### src/rtl/prog_loader_pkg.sv
// prog_loader_pkg: shared state encoding, frame field names and constants for the program loader.
package prog_loader_pkg;
  typedef enum logic [2:0] {
    S_IDLE, S_HALT_WAIT, S_LEN, S_DATA, S_CSUM, S_RUN, S_DONE, S_ERR
  } state_e;
  typedef enum logic [1:0] {F_LEN, F_DATA, F_CSUM} field_e;
  localparam int LEN_ILLEGAL = 0;
  function automatic logic halt_state(input state_e s);
    return s inside {S_HALT_WAIT, S_LEN, S_DATA, S_CSUM, S_ERR};
  endfunction
endpackage

### src/rtl/prog_loader_wr_port.sv
// loader_wr_port: registered RAM write port with payload counter and address wrap.
module loader_wr_port #(
  parameter int ADDR_W = 8,
  parameter int DATA_W = 8,
  parameter int BASE_ADDR = 0
) (
  input  logic              clk,
  input  logic              rst,
  input  logic              clr,
  input  logic              wr,
  input  logic [DATA_W-1:0] wdata,
  output logic [ADDR_W-1:0] mem_addr,
  output logic [DATA_W-1:0] mem_data,
  output logic              mem_wren,
  output logic [ADDR_W-1:0] count
);
  logic [ADDR_W-1:0] addr_q, addr_d, count_q, count_d;
  logic [DATA_W-1:0] data_q, data_d;
  logic              wren_q, wren_d;
  always_comb begin
    wren_d  = wr;
    addr_d  = wr ? ADDR_W'(BASE_ADDR) + count_q : addr_q;
    data_d  = wr ? wdata : data_q;
    count_d = clr ? '0 : wr ? count_q + ADDR_W'(1) : count_q;
  end
  always_ff @(posedge clk or negedge rst)
    if (!rst) begin
      addr_q  <= '0;
      data_q  <= '0;
      wren_q  <= 1'b0;
      count_q <= '0;
    end else begin
      addr_q  <= addr_d;
      data_q  <= data_d;
      wren_q  <= wren_d;
      count_q <= count_d;
    end
  assign mem_addr = addr_q;
  assign mem_data = data_q;
  assign mem_wren = wren_q;
  assign count    = count_q;
endmodule

### src/rtl/prog_loader.sv
// prog_loader: receives a LEN/payload/CSUM byte frame, writes the payload to RAM while holding the CPU halted.
module prog_loader
  import prog_loader_pkg::*;
#(
  parameter int ADDR_W = 8,
  parameter int DATA_W = 8,
  parameter int BASE_ADDR = 0,
  parameter int AUTO_RUN = 1
) (
  input  logic              clk,
  input  logic              rst,
  input  logic              start,
  input  logic              byte_valid,
  input  logic [DATA_W-1:0] byte_data,
  output logic              byte_ready,
  input  logic              cpu_await,
  output logic              cpu_halt,
  output logic              cpu_run,
  output logic [ADDR_W-1:0] mem_addr,
  output logic [DATA_W-1:0] mem_data,
  output logic              mem_wren,
  output logic              busy,
  output logic              done,
  output logic              err,
  output logic [ADDR_W-1:0] count
);
  state_e            state_q, state_d;
  logic [DATA_W-1:0] rem_q, rem_d, acc_q, acc_d;
  logic              ready_q, halt_q, run_q, busy_q, done_q, err_q;
  logic              xfer, idle_like;
  assign xfer      = byte_valid & ready_q;
  assign idle_like = state_q inside {S_IDLE, S_DONE, S_ERR};
  always_comb begin
    state_d = state_q;
    rem_d   = rem_q;
    acc_d   = acc_q;
    case (state_q)
      S_IDLE, S_DONE, S_ERR:
        if (start) begin
          state_d = S_HALT_WAIT;
          acc_d   = '0;
        end
      S_HALT_WAIT: state_d = cpu_await ? S_LEN : S_HALT_WAIT;
      S_LEN:
        if (xfer) begin
          state_d = (byte_data == DATA_W'(LEN_ILLEGAL)) ? S_ERR : S_DATA;
          rem_d   = byte_data;
        end
      S_DATA:
        if (xfer) begin
          acc_d   = acc_q + byte_data;
          rem_d   = rem_q - DATA_W'(1);
          state_d = (rem_q == DATA_W'(1)) ? S_CSUM : S_DATA;
        end
      S_CSUM:
        if (xfer) state_d = (acc_q != byte_data) ? S_ERR : (AUTO_RUN != 0) ? S_RUN : S_DONE;
      S_RUN: state_d = S_DONE;
      default: state_d = S_IDLE;
    endcase
  end
  // Status outputs are decoded from the next state so they are flops aligned with state_q.
  always_ff @(posedge clk or negedge rst)
    if (!rst) begin
      state_q <= S_IDLE;
      rem_q   <= '0;
      acc_q   <= '0;
      ready_q <= 1'b0;
      halt_q  <= 1'b0;
      run_q   <= 1'b0;
      busy_q  <= 1'b0;
      done_q  <= 1'b0;
      err_q   <= 1'b0;
    end else begin
      state_q <= state_d;
      rem_q   <= rem_d;
      acc_q   <= acc_d;
      ready_q <= state_d inside {S_LEN, S_DATA, S_CSUM};
      halt_q  <= halt_state(state_d);
      run_q   <= state_d == S_RUN;
      busy_q  <= state_d inside {S_HALT_WAIT, S_LEN, S_DATA, S_CSUM};
      done_q  <= state_d == S_DONE;
      err_q   <= state_d == S_ERR;
    end
  loader_wr_port #(.ADDR_W(ADDR_W), .DATA_W(DATA_W), .BASE_ADDR(BASE_ADDR)) u_wr (
    .clk(clk), .rst(rst), .clr(idle_like & start), .wr(xfer & (state_q == S_DATA)),
    .wdata(byte_data), .mem_addr(mem_addr), .mem_data(mem_data), .mem_wren(mem_wren), .count(count)
  );
  assign byte_ready = ready_q;
  assign cpu_halt   = halt_q;
  assign cpu_run    = run_q;
  assign busy       = busy_q;
  assign done       = done_q;
  assign err        = err_q;
endmodule
### config.mk
export PLATFORM = sky130hd
export DESIGN_NAME = prog_loader
export DESIGN_NICKNAME = d
export VERILOG_FILES = /design/src/rtl/prog_loader_pkg.sv /design/src/rtl/prog_loader_wr_port.sv /design/src/rtl/prog_loader.sv
export SDC_FILE = /design/constraint.sdc
export NUM_CORES = 1
export LEC_CHECK = 0
export ABC_AREA = 1
export CORE_MARGIN = 2
export CORE_UTILIZATION = 30
export CTS_CLUSTER_DIAMETER = 120
export CTS_CLUSTER_SIZE = 28
export DETAILED_ROUTE_END_ITERATION = 10
export PLACE_DENSITY = 0.52
export SYNTH_ARGS = -nofsm -noshare
export SYNTH_HDL_FRONTEND = slang
export SYNTH_HIERARCHICAL = 1
export SYNTH_SLANG_ARGS = --single-unit
### constraint.sdc
create_clock -name clk -period 2.1 [get_ports clk]
set_clock_uncertainty 0.1 [all_clocks]
set_input_delay 0.21 -clock clk [delete_from_list [all_inputs] [get_ports clk]]
set_output_delay 0.21 -clock clk [all_outputs]
set_load 0.005 [all_outputs]
==> implementation parameters, run 1 <==
Parameter                              Value

Worst setup path
  Type of element capturing the critical path ... register
  Endpoint arrival time on the critical path ... 1.95 ns
  Required time of the critical path ... 2.20 ns
  Maximum fanout along the worst path ... 4
  Worst Path Class, Setup ... input port to register
  Reg-to-reg endpoint ... acc_q[6]$_DFFE_PN0P_
  Reg2Reg Depth ... 9
  Flop-to-flop setup slack ... between 0.2 and 0.3 ns
  Critical path launch point type ... input port
  RR Startpoint ... acc_q[0]$_DFFE_PN0P_

Power and ir drop
  Power per unit of standard cell area ... 1110 nW/um2
  Total power of the final layout ... roughly 4.0 mW
  Max IR drop VDD ... 0.323 mV
  Combinational group share of total power ... 46.6%
  Part of the power in registers ... 36.5%
  Fraction of power consumed by the clock network ... 16.9%
  Switching share of total power ... 39.5%
  Total net switching power ... ~1.6 mW
  Leakage power figure ... approximately 1.8 nW
  Internal power of the cells ... 2.41 mW

Yosys
  Syn Inst Count ... 352
  Asr flop ratio synth ... 100%
  Number of enable-type register cells in the synthesized netlist ... 0
  Number of distinct standard cells referenced by the synthesized netlist ... 34
  Main synth FF type ... sky130_fd_sc_hd__dfrtp_1
  Number of warnings reported in the yosys synthesis log ... 6
  Post-Syn Area per Cell ... roughly 7.9 um2
  Post-synthesis net count ... 377
  Synthesized area ... 2780 um2
  Flip-flop and latch count after synthesis ... 50
  Register area share after synthesis ... 45.0%

Detailed routing
  First-pass DRT Iterations ... 5
  Residual DRC count ... 0
  ANT nets after route ... 0
  1st-iter DRT viols ... between 80 and 90
  Post-DR vias/cell ... 4.56
  WL per Instance ... approximately 12 um
  Routed wire length ... 6.51 mm
  Total via count after detailed routing ... 2411

Final layout
  Final net count ... 443
  Number of inserted diodes ... 0
  Layout overhead on the synthesized area ... 29.5%
  Filler-free cell count of the finished design ... between 500 and 600
  Final cell area excluding filler cells ... ~3600 um2
  Share of layout cells above drive strength 1 ... 13.4%

CTS
  Clock slew at the register clock pins of the worst setup and hold paths ... ~0.09 ns
  Number of clock buffers inserted by TritonCTS ... 5
  Buffer levels on the longest clock path ... 2
  Clock network latency to the later pin of the worst-skew pair ... 0.30 ns
  Cell at the root of the clock tree ... sky130_fd_sc_hd__clkbuf_8
  Htree depth ... 2
  Clock tree from TritonCTS ... built
  # Post-CTS Setup Buffers ... 0
  Sinks on Clock Net ... 50

Outcome
  Outcome ... finished clean

Floorplan
  Effective utilization at floorplan ... 30.5%
  Die area ... 10000 um2
  Placement Rows ... 35
  Horiz. Die Dim ... around 100 um
  Boundary Pins ... between 40 and 50
  Placeable core region ... 9110 um2
  Die Ht ... 100 um

STA
  Min Tclk post-route ... 1.85 ns
  Slew at the pin closest to its max-slew limit ... 0.596 ns
  Hold violation total from the final report ... 0
  Relative slew slack ... between 60% and 70%
  Fmax ... ~540 MHz
  Finish-stage setup viols ... 0
  Slack of the critical path ... 0.251 ns
  Minimum hold slack ... 0.343 ns
  Final number of max-transition violations ... 0
  RSZ-0062 raised after global routing ... no
  Final cycle utilization of the critical path ... approximately nine tenths

Global route
  Via count of the first global-routing pass ... ~2400
  Initial antenna violation count ... 0
  Pin count of the biggest net entering global routing ... 27
  First-pass GRT wire length ... 11.4 mm
  Aggregate global-route resource usage ... 14.1%
  Grt ovf ... 0

Place
  Placed wire-length estimate ... 5.09 mm
  Pre-CTS setup slack ... -0.102 ns
  Post-Place Cell Area ... 3470 um2
  Final GP Congestion ... about 0.85
  Count of port buffers added during placement ... 43
  Dpl cells ... about 520

Run
  Number of violations of the max-capacitance limit ... 0

Hold path
  Hold/Removal Path Class ... input port to asynchronous set/reset pin
## critical path, cell delays in order
cell and delay, ns:
sky130_fd_sc_hd__clkdlybuf4s50_1 0.50, sky130_fd_sc_hd__ha_1 0.37, sky130_fd_sc_hd__nor2_1 0.09, sky130_fd_sc_hd__nand2_1 0.06, sky130_fd_sc_hd__nor2_1 0.08, sky130_fd_sc_hd__nand2_1 0.08
sky130_fd_sc_hd__nand2_1 0.09, sky130_fd_sc_hd__nand3_2 0.07, sky130_fd_sc_hd__a21oi_1 0.17, sky130_fd_sc_hd__nand3_1 0.09, sky130_fd_sc_hd__nand2_1 0.09, sky130_fd_sc_hd__nand2_1 0.05
## area by class of cell
class,instances,area (um2)
fill,954,5510
multi-input combinational,247,1300
sequential,50,1250
timing repair buffer,66,613
inverter,48,185
tap,111,139
clock buffer,5,68.8
clock inverter,2,38.8
## through the flow
step                util (%)  TNS, ns
finish                  39.5        0
global route            39.5        0
CTS                     39.4        0
detailed placement      38.1   -0.429
global placement        38.1   -0.312
floorplan                  -        0
## worst max path at each step
stage | from | end | slack [ns] | cells after the start
2_1_floorplan | acc_q[0]$_DFFE_PN0P_ | acc_q[6]$_DFFE_PN0P_ | 0.29 | 9
3_3_place_gp | byte_data[0] | acc_q[6]$_DFFE_PN0P_ | -0.07 | 10
3_5_place_dp | byte_data[0] | acc_q[6]$_DFFE_PN0P_ | -0.10 | 10
4_1_cts | acc_q[0]$_DFFE_PN0P_ | acc_q[6]$_DFFE_PN0P_ | 0.18 | 9
5_1_grt | acc_q[0]$_DFFE_PN0P_ | acc_q[6]$_DFFE_PN0P_ | 0.06 | 9
6_report | byte_data[1] | cpu_halt$_DFF_PN0_ | 0.25 | 12
## routing by layer
metal	track usage (%)	part of all wire, %	routed length, um
met1	19.1	50	3250
met3	2.51	3.2	209
met4	3.69	1.0	65
met5	0	0	0
met2	23.3	46	2990
## power groups by stage
stage / logic, mW / clock network [mW] / registers [mW]
floorplan: 1.23 / 0 / 1.41
global placement: 1.84 / 0 / 1.48
detailed placement: 1.86 / 0 / 1.48
CTS: 1.86 / 0.698 / 1.46
global route: 2.12 / 0.734 / 1.50
finish: 1.86 / 0.674 / 1.46
## state kept, by name, indices dropped and copies added (netlist names), 3 cells and up
register and count:
u_wr/count 8, u_wr/mem_addr 8, state_q 3, u_wr/mem_data 8, acc_q 8, rem_q 8
## timing repair
item	4_1_cts	5_1_grt
endpoints found under the setup margin	0	1
hold buffers	1	0
gates resized for setup	0	2
hold endpoints to repair	24	0
## synthesized netlist by cell type, types with 3 or more instances
cell / n / share of area (%)
sky130_fd_sc_hd__nand2_4: 3 / 1.2
sky130_fd_sc_hd__nor3_1: 5 / 0.90
sky130_fd_sc_hd__ha_1: 11 / 5.0
sky130_fd_sc_hd__nand3_1: 15 / 2.7
sky130_fd_sc_hd__nand3_2: 3 / 1.1
sky130_fd_sc_hd__inv_2: 5 / 0.68
sky130_fd_sc_hd__a21oi_1: 19 / 3.4
sky130_fd_sc_hd__nor2_1: 36 / 4.9
sky130_fd_sc_hd__inv_1: 41 / 5.5
sky130_fd_sc_hd__o22ai_1: 8 / 1.8
sky130_fd_sc_hd__nand2_1: 108 / 15
sky130_fd_sc_hd__dfrtp_1: 50 / 45
sky130_fd_sc_hd__buf_2: 5 / 0.90
sky130_fd_sc_hd__o21ai_0: 14 / 2.5
## kinds of logic (layout without fill, tap and decap cells)
logic type | count (synthesis) | count (layout) | share of synthesized area (%)
xor gates and xnor gates | 3 | 3 | 0.946
adders and majority gates | 12 | 12 | 5.68
AOI/OAI and AO/OA | 52 | 52 | 11.4
and+or+nand+nor | 180 | 180 | 28.6
DFF | 50 | 50 | 45.0
buffers and inverters | 55 | 121 | 8.38
## layout by cell type (no fill, tap or decap), types with 5 or more instances in the layout
master	count
sky130_fd_sc_hd__a21oi_1	18
sky130_fd_sc_hd__buf_4	21
sky130_fd_sc_hd__clkbuf_8	5
sky130_fd_sc_hd__clkdlybuf4s50_1	42
sky130_fd_sc_hd__dfrtp_1	50
sky130_fd_sc_hd__ha_1	11
sky130_fd_sc_hd__inv_1	41
sky130_fd_sc_hd__inv_2	5
sky130_fd_sc_hd__nand2_1	108
sky130_fd_sc_hd__nand3_1	15
sky130_fd_sc_hd__nor2_1	36
sky130_fd_sc_hd__nor3_1	5
sky130_fd_sc_hd__o21ai_0	14
sky130_fd_sc_hd__o22ai_1	8
Note: power is estimated with default switching activity, not from simulation.
==> inputs of run 2 (changes only) <==
--- a/config.mk
+++ b/config.mk
@@ -11,6 +11,8 @@
 export CTS_CLUSTER_DIAMETER = 120
 export CTS_CLUSTER_SIZE = 28
 export DETAILED_ROUTE_END_ITERATION = 10
+export GPL_TIMING_DRIVEN = 0
+export HOLD_SLACK_MARGIN = 0.15
 export PLACE_DENSITY = 0.52
 export SYNTH_ARGS = -nofsm -noshare
 export SYNTH_HDL_FRONTEND = slang
==> run 2 against run 1 <==
First-iteration DRC count is 41% lower. Sequential power is 3% lower. Critical path depth is 3 lower. Via count is 3.2% lower. Hold slack worse by 0.17 ns. Final cell count is 2.5% lower. Register-to-register slack worse by 0.09 ns.
==> implementation parameters, run 2 (synthesis results as in run 1) <==
Parameter                              Value

STA
  Min Tclk post-route ... 1.94 ns
  Hold violation total from the final report ... 0
  Finish-stage setup viols ... 0
  Final number of max-transition violations ... 0
  RSZ-0062 raised after global routing ... no
  Fmax ... 516 MHz
  Final cycle utilization of the critical path ... 92.4%
  Relative slew slack ... 65.8%
  Slew at the pin closest to its max-slew limit ... between 0.5 and 0.6 ns
  Slack of the critical path ... 0.160 ns

Final layout
  Fillers ... 955
  Layout overhead on the synthesized area ... 28.1%
  Total area of multi-input combinational cells ... 1330 um2
  Filler-free cell count of the finished design ... 516
  Most frequent standard cell in the layout excluding fill and tap cells ... sky130_fd_sc_hd__nand2_1
  Sequential cell area in the final layout ... approximately 1300 um2
  Share of layout cells above drive strength 1 ... 12.1%
  Most frequent cells in the layout ... sky130_fd_sc_hd__nand2_1, sky130_fd_sc_hd__dfrtp_1, sky130_fd_sc_hd__inv_1
  Final cell area excluding filler cells ... 3560 um2
  Final design utilization ... between 30 and 40%
  Final net count ... 429
  Number of inserted diodes ... 0

Worst setup path
  Endpoint arrival time on the critical path ... 2.03 ns
  RR Startpoint ... acc_q[0]$_DFFE_PN0P_
  Maximum fanout along the worst path ... 2
  Worst Path Class, Setup ... register to register
  Flop-to-flop setup slack ... 0.16 ns
  Type of element capturing the critical path ... register
  Reg-to-reg endpoint ... acc_q[6]$_DFFE_PN0P_
  Reg2Reg Depth ... 9
  Critical path launch point type ... register
  Required time of the critical path ... 2.19 ns

Power and ir drop
  Leakage power figure ... approximately 1.8 nW
  Max IR drop VDD ... 0.351 mV
  Power per unit of standard cell area ... 1150 nW/um2

Global route
  Via count of the first global-routing pass ... 2331
  Aggregate global-route resource usage ... 13.6%
  Pin count of the biggest net entering global routing ... 32
  Initial antenna violation count ... 0
  Grt ovf ... 0
  First-pass GRT wire length ... 11.1 mm

Detailed routing
  Routed wire length ... 6.40 mm
  First-pass DRT Iterations ... 4
  Residual DRC count ... 0
  WL per Instance ... between 10 and 15 um
  ANT nets after route ... 0
  Total via count after detailed routing ... 2334
  Post-DR vias/cell ... 4.52
  1st-iter DRT viols ... 48

Place
  Final GP Congestion ... 0.903
  Count of port buffers added during placement ... 43
  Pre-CTS setup slack ... -0.343 ns
  Post-Place Cell Area ... about 3400 um2
  Dpl cells ... approximately 500
  Placed wire-length estimate ... a little under 5 mm

Outcome
  Outcome ... finished clean

CTS
  Sinks on Clock Net ... 50
  Htree depth ... 2
  Clock network latency to the later pin of the worst-skew pair ... 0.30 ns
  Number of clock buffers inserted by TritonCTS ... 5
  Clock slew at the register clock pins of the worst setup and hold paths ... 0.09 ns
  Clock tree from TritonCTS ... built
  Cell at the root of the clock tree ... sky130_fd_sc_hd__clkbuf_8
  Buffer levels on the longest clock path ... 2
  # Post-CTS Setup Buffers ... 0

Floorplan
  Horiz. Die Dim ... 100 um
  Placeable core region ... 9110 um2
  Die Ht ... 100 um
  Placement Rows ... 35
  Effective utilization at floorplan ... 30.5%
  Boundary Pins ... 44
  Die area ... 10000 um2

Run
  Number of violations of the max-capacitance limit ... 0

Hold path
  HP Start ... byte_data[4]
  Worst hold path cell count ... 3
  Hold/Removal Path Class ... input port to register
  Hold Path End ... u_wr/mem_data[4]$_DFFE_PN0P_
-- run 2: worst max-delay path by stage --
stage                               startpoint                    to  slack [ns]  cells after the start
after CTS                         byte_data[6]    cpu_halt$_DFF_PN0_        0.03                     12
after floorplan           acc_q[0]$_DFFE_PN0P_  acc_q[6]$_DFFE_PN0P_        0.29                      9
final                     acc_q[0]$_DFFE_PN0P_  acc_q[6]$_DFFE_PN0P_        0.16                      9
after detailed placement          byte_data[0]  acc_q[6]$_DFFE_PN0P_       -0.34                     10
after global placement                     rst         err$_DFF_PN0_       -0.88                      1
after global routing              byte_data[5]    cpu_halt$_DFF_PN0_        0.04                     12
-- run 2: stage by stage --
step	setup TNS (ns)	hold WS (ns)	total power [mW]
2_1_floorplan	0	-0.186	2.65
3_3_place_gp	-45.60	0.354	3.21
3_5_place_dp	-1.77	0.112	3.24
4_1_cts	0	0.293	4.09
5_1_grt	0	0.170	4.46
6_report	0	0.169	4.08
-- run 2: area by class of cell --
type	count	area share, %
Inverter	48	5.21
Buffer	7	1.34
Timing Repair Buffer	45	13.0
Clock buffer	6	2.32
Clock inverter	2	1.69
Tap cell	111	3.90
Multi-Input combinational cell	247	37.3
Sequential cell	50	35.2
-- run 2: layer usage --
layer	part of all wire (%)	global-route usage, %	up-vias
met5	0	0	-
met4	0.86	3.06	0
met3	3.2	2.79	4
met2	48	22.6	41
met1	48	18.4	1075
li1	-	-	1214
-- run 2: what timing repair did --
item	in CTS	in global routing
endpoints found under the hold margin	19	0
hold buffers	1	0
endpoints found under the setup margin	1	16
resized for setup	1	12
-- run 2: critical path: stages (launching register included) --
cell and delay (ns):
sky130_fd_sc_hd__dfrtp_1 0.39, sky130_fd_sc_hd__ha_1 0.21, sky130_fd_sc_hd__fa_2 0.36, sky130_fd_sc_hd__nand3_1 0.10
sky130_fd_sc_hd__nand3_1 0.09, sky130_fd_sc_hd__nand2_1 0.09, sky130_fd_sc_hd__nand2_1 0.06, sky130_fd_sc_hd__a21oi_1 0.16
sky130_fd_sc_hd__xor2_1 0.19, sky130_fd_sc_hd__o22ai_1 0.08
-- run 2: where the power goes --
part	internal, mW	switching (mW)
clock	0.508	0.322
combinational	0.772	1.06
sequential	1.24	0.176
total	2.52	1.56
==> inputs of run 3 (changes only) <==
--- a/config.mk
+++ b/config.mk
@@ -6,14 +6,14 @@
 export NUM_CORES = 1
 export LEC_CHECK = 0
 export ABC_AREA = 1
-export CORE_MARGIN = 2
-export CORE_UTILIZATION = 30
+export CORE_MARGIN = 3
+export CORE_UTILIZATION = 35
 export CTS_CLUSTER_DIAMETER = 120
 export CTS_CLUSTER_SIZE = 28
 export DETAILED_ROUTE_END_ITERATION = 10
 export GPL_TIMING_DRIVEN = 0
 export HOLD_SLACK_MARGIN = 0.15
-export PLACE_DENSITY = 0.52
+export PLACE_DENSITY = 0.58
 export SYNTH_ARGS = -nofsm -noshare
 export SYNTH_HDL_FRONTEND = slang
 export SYNTH_HIERARCHICAL = 1
==> run 3 against run 2 <==
Non-clock buffer count did not move. Via count rose by 1.7%. Total power fell by 2.6%. Cell area fell by 1.2%. Largest cell class unchanged. Largest power group unchanged.
==> implementation parameters, run 3 (synthesis results as in run 1) <==
Parameter                              Value

Detailed routing
  Residual DRC count ... 0
  Routed wire length ... 6.37 mm
  Post-DR vias/cell ... 4.71
  ANT nets after route ... 0
  WL per Instance ... 12.6 um
  1st-iter DRT viols ... 87
  First-pass DRT Iterations ... 5
  Total via count after detailed routing ... 2374

Worst setup path
  Critical path launch point type ... register
  Maximum fanout along the worst path ... 2
  Type of element capturing the critical path ... register
  Endpoint arrival time on the critical path ... 2.07 ns
  Required time of the critical path ... 2.19 ns
  Worst Path Class, Setup ... register to register

Global route
  Initial antenna violation count ... 0
  Via count of the first global-routing pass ... between 2000 and 2500
  Aggregate global-route resource usage ... 15.3%
  Pin count of the biggest net entering global routing ... 32
  First-pass GRT wire length ... about 11 mm
  Grt ovf ... 0

Outcome
  Outcome ... finished clean

Place
  Placed wire-length estimate ... just under 5 mm
  Final GP Congestion ... around 0.86
  Pre-CTS setup slack ... -0.307 ns
  Post-Place Cell Area ... 3350 um2
  Count of port buffers added during placement ... 43

Power and ir drop
  Leakage power figure ... 1.74 nW
  Total power of the final layout ... 3.97 mW
  Max IR drop VDD ... 0.317 mV
  Power per unit of standard cell area ... ~1100 nW/um2

Final layout
  Number of inserted diodes ... 0
  Most frequent standard cell in the layout excluding fill and tap cells ... sky130_fd_sc_hd__nand2_1
  Most frequent cells in the layout ... sky130_fd_sc_hd__nand2_1, sky130_fd_sc_hd__dfrtp_1, sky130_fd_sc_hd__inv_1
  Layout overhead on the synthesized area ... 26.5%
  Final cell area excluding filler cells ... between 3000 and 4000 um2
  Share of layout cells above drive strength 1 ... 11.4%
  Total area of multi-input combinational cells ... 1330 um2
  Final net count ... 429
  Sequential cell area in the final layout ... 1250 um2
  Fillers ... between 700 and 800

STA
  RSZ-0062 raised after global routing ... no
  Slack of the critical path ... 0.122 ns
  Fmax ... 506 MHz
  Hold violation total from the final report ... 0
  Min Tclk post-route ... approximately 2.0 ns
  Finish-stage setup viols ... 0
  Final cycle utilization of the critical path ... 94.2%
  Relative slew slack ... 66.0%
  Slew at the pin closest to its max-slew limit ... 0.510 ns
  Final number of max-transition violations ... 0

Run
  Number of violations of the max-capacitance limit ... 0

Floorplan
  Placement Rows ... 31
  Horiz. Die Dim ... 95.1 um
  Boundary Pins ... 44
  Die area ... 9040 um2
  Placeable core region ... 7490 um2
  Die Ht ... 95.1 um
  Effective utilization at floorplan ... 37.1%

CTS
  Buffer levels on the longest clock path ... 2
  Htree depth ... 2
  # Post-CTS Setup Buffers ... 0
  Sinks on Clock Net ... 50
  Clock slew at the register clock pins of the worst setup and hold paths ... 0.09 ns
  Clock network latency to the later pin of the worst-skew pair ... 0.31 ns
  Cell at the root of the clock tree ... sky130_fd_sc_hd__clkbuf_8
  Clock tree from TritonCTS ... built
  Number of clock buffers inserted by TritonCTS ... 5

Hold path
  Hold/Removal Path Class ... input port to register
[run 3: cell count changes in the layout (fill, tap and decap cells not counted), moves of 2 or more]
cell | previous run | this run
sky130_fd_sc_hd__ha_1 | 6 | 8
sky130_fd_sc_hd__clkdlybuf4s50_1 | 37 | 40
sky130_fd_sc_hd__dlymetal6s2s_1 | 4 | 2
sky130_fd_sc_hd__ha_2 | 4 | 1
[run 3: per-layer routing]
metal | vias to the layer above | track usage [%] | routed length, um
met5 | - | 0 | 0
met4 | 0 | 4.93 | 94
met3 | 8 | 2.37 | 250
met2 | 53 | 26.1 | 3080
met1 | 1088 | 19.8 | 2950
li1 | 1225 | - | -
[run 3: through the flow]
step	hold WS [ns]	instances	utilization (%)	setup TNS [ns]
floorplan	-0.186	352	-	0
global placement	0.353	494	44.5	-44.23
detailed placement	0.121	495	44.7	-1.64
CTS	0.297	504	46.4	0
global route	0.218	504	46.9	0
finish	0.197	504	46.9	0
[run 3: path summary, 6_finish.rpt]
| kind | slack [ns] | startpoint | cells past startpoint | endpoint |
|---|---|---|---|---|
| setup / recovery | 0.12 | acc_q[0]$_DFFE_PN0P_ | 9 | acc_q[6]$_DFFE_PN0P_ |
| hold / removal | 0.20 | byte_data[0] | 3 | u_wr/mem_data[0]$_DFFE_PN0P_ |
| setup reg to reg | 0.12 | acc_q[0]$_DFFE_PN0P_ | 9 | acc_q[6]$_DFFE_PN0P_ |
| hold reg to reg | 0.38 | u_wr/mem_data[2]$_DFFE_PN0P_ | 2 | u_wr/mem_data[2]$_DFFE_PN0P_ |
| max in group asynchronous | 1.08 | rst | 3 | u_wr/count[5]$_DFFE_PN0P_ |
| min in group asynchronous | 0.29 | rst | 2 | acc_q[7]$_DFFE_PN0P_ |
[run 3: worst max-delay path: stages, from the launching register on]
cell                      delay, ns
sky130_fd_sc_hd__dfrtp_1       0.39
sky130_fd_sc_hd__ha_1          0.21
sky130_fd_sc_hd__fa_1          0.41
sky130_fd_sc_hd__nand3_1       0.11
sky130_fd_sc_hd__nand3_1       0.09
sky130_fd_sc_hd__nand2_1       0.09
sky130_fd_sc_hd__nand2_1       0.05
sky130_fd_sc_hd__a21oi_1       0.15
sky130_fd_sc_hd__xor2_1        0.17
sky130_fd_sc_hd__o22ai_1       0.09
[run 3: power breakdown]
group          internal (mW)  switching [mW]  leakage (nW)
Clock                  0.362           0.348        0.0587
Sequential              1.24           0.182         0.658
Combinational          0.778            1.06          1.02
Total                   2.38            1.59          1.74
[run 3: what timing repair did]
action / in CTS / in global routing
endpoints found under the setup margin: 0 / 12
hold buffers: 1 / 0
hold endpoints to repair: 19 / 0
gates resized for setup: 0 / 7
[run 3: area by class of cell]
| cell class | instances | area share [%] |
|---|---|---|
| Clock inverter | 3 | 1.35 |
| Multi-Input combinational cell | 247 | 37.8 |
| Clock buffer | 5 | 1.96 |
| Inverter | 48 | 5.27 |
| Tap cell | 99 | 3.52 |
| Sequential cell | 50 | 35.6 |
| Timing Repair Buffer | 45 | 13.1 |
| Buffer | 7 | 1.35 |
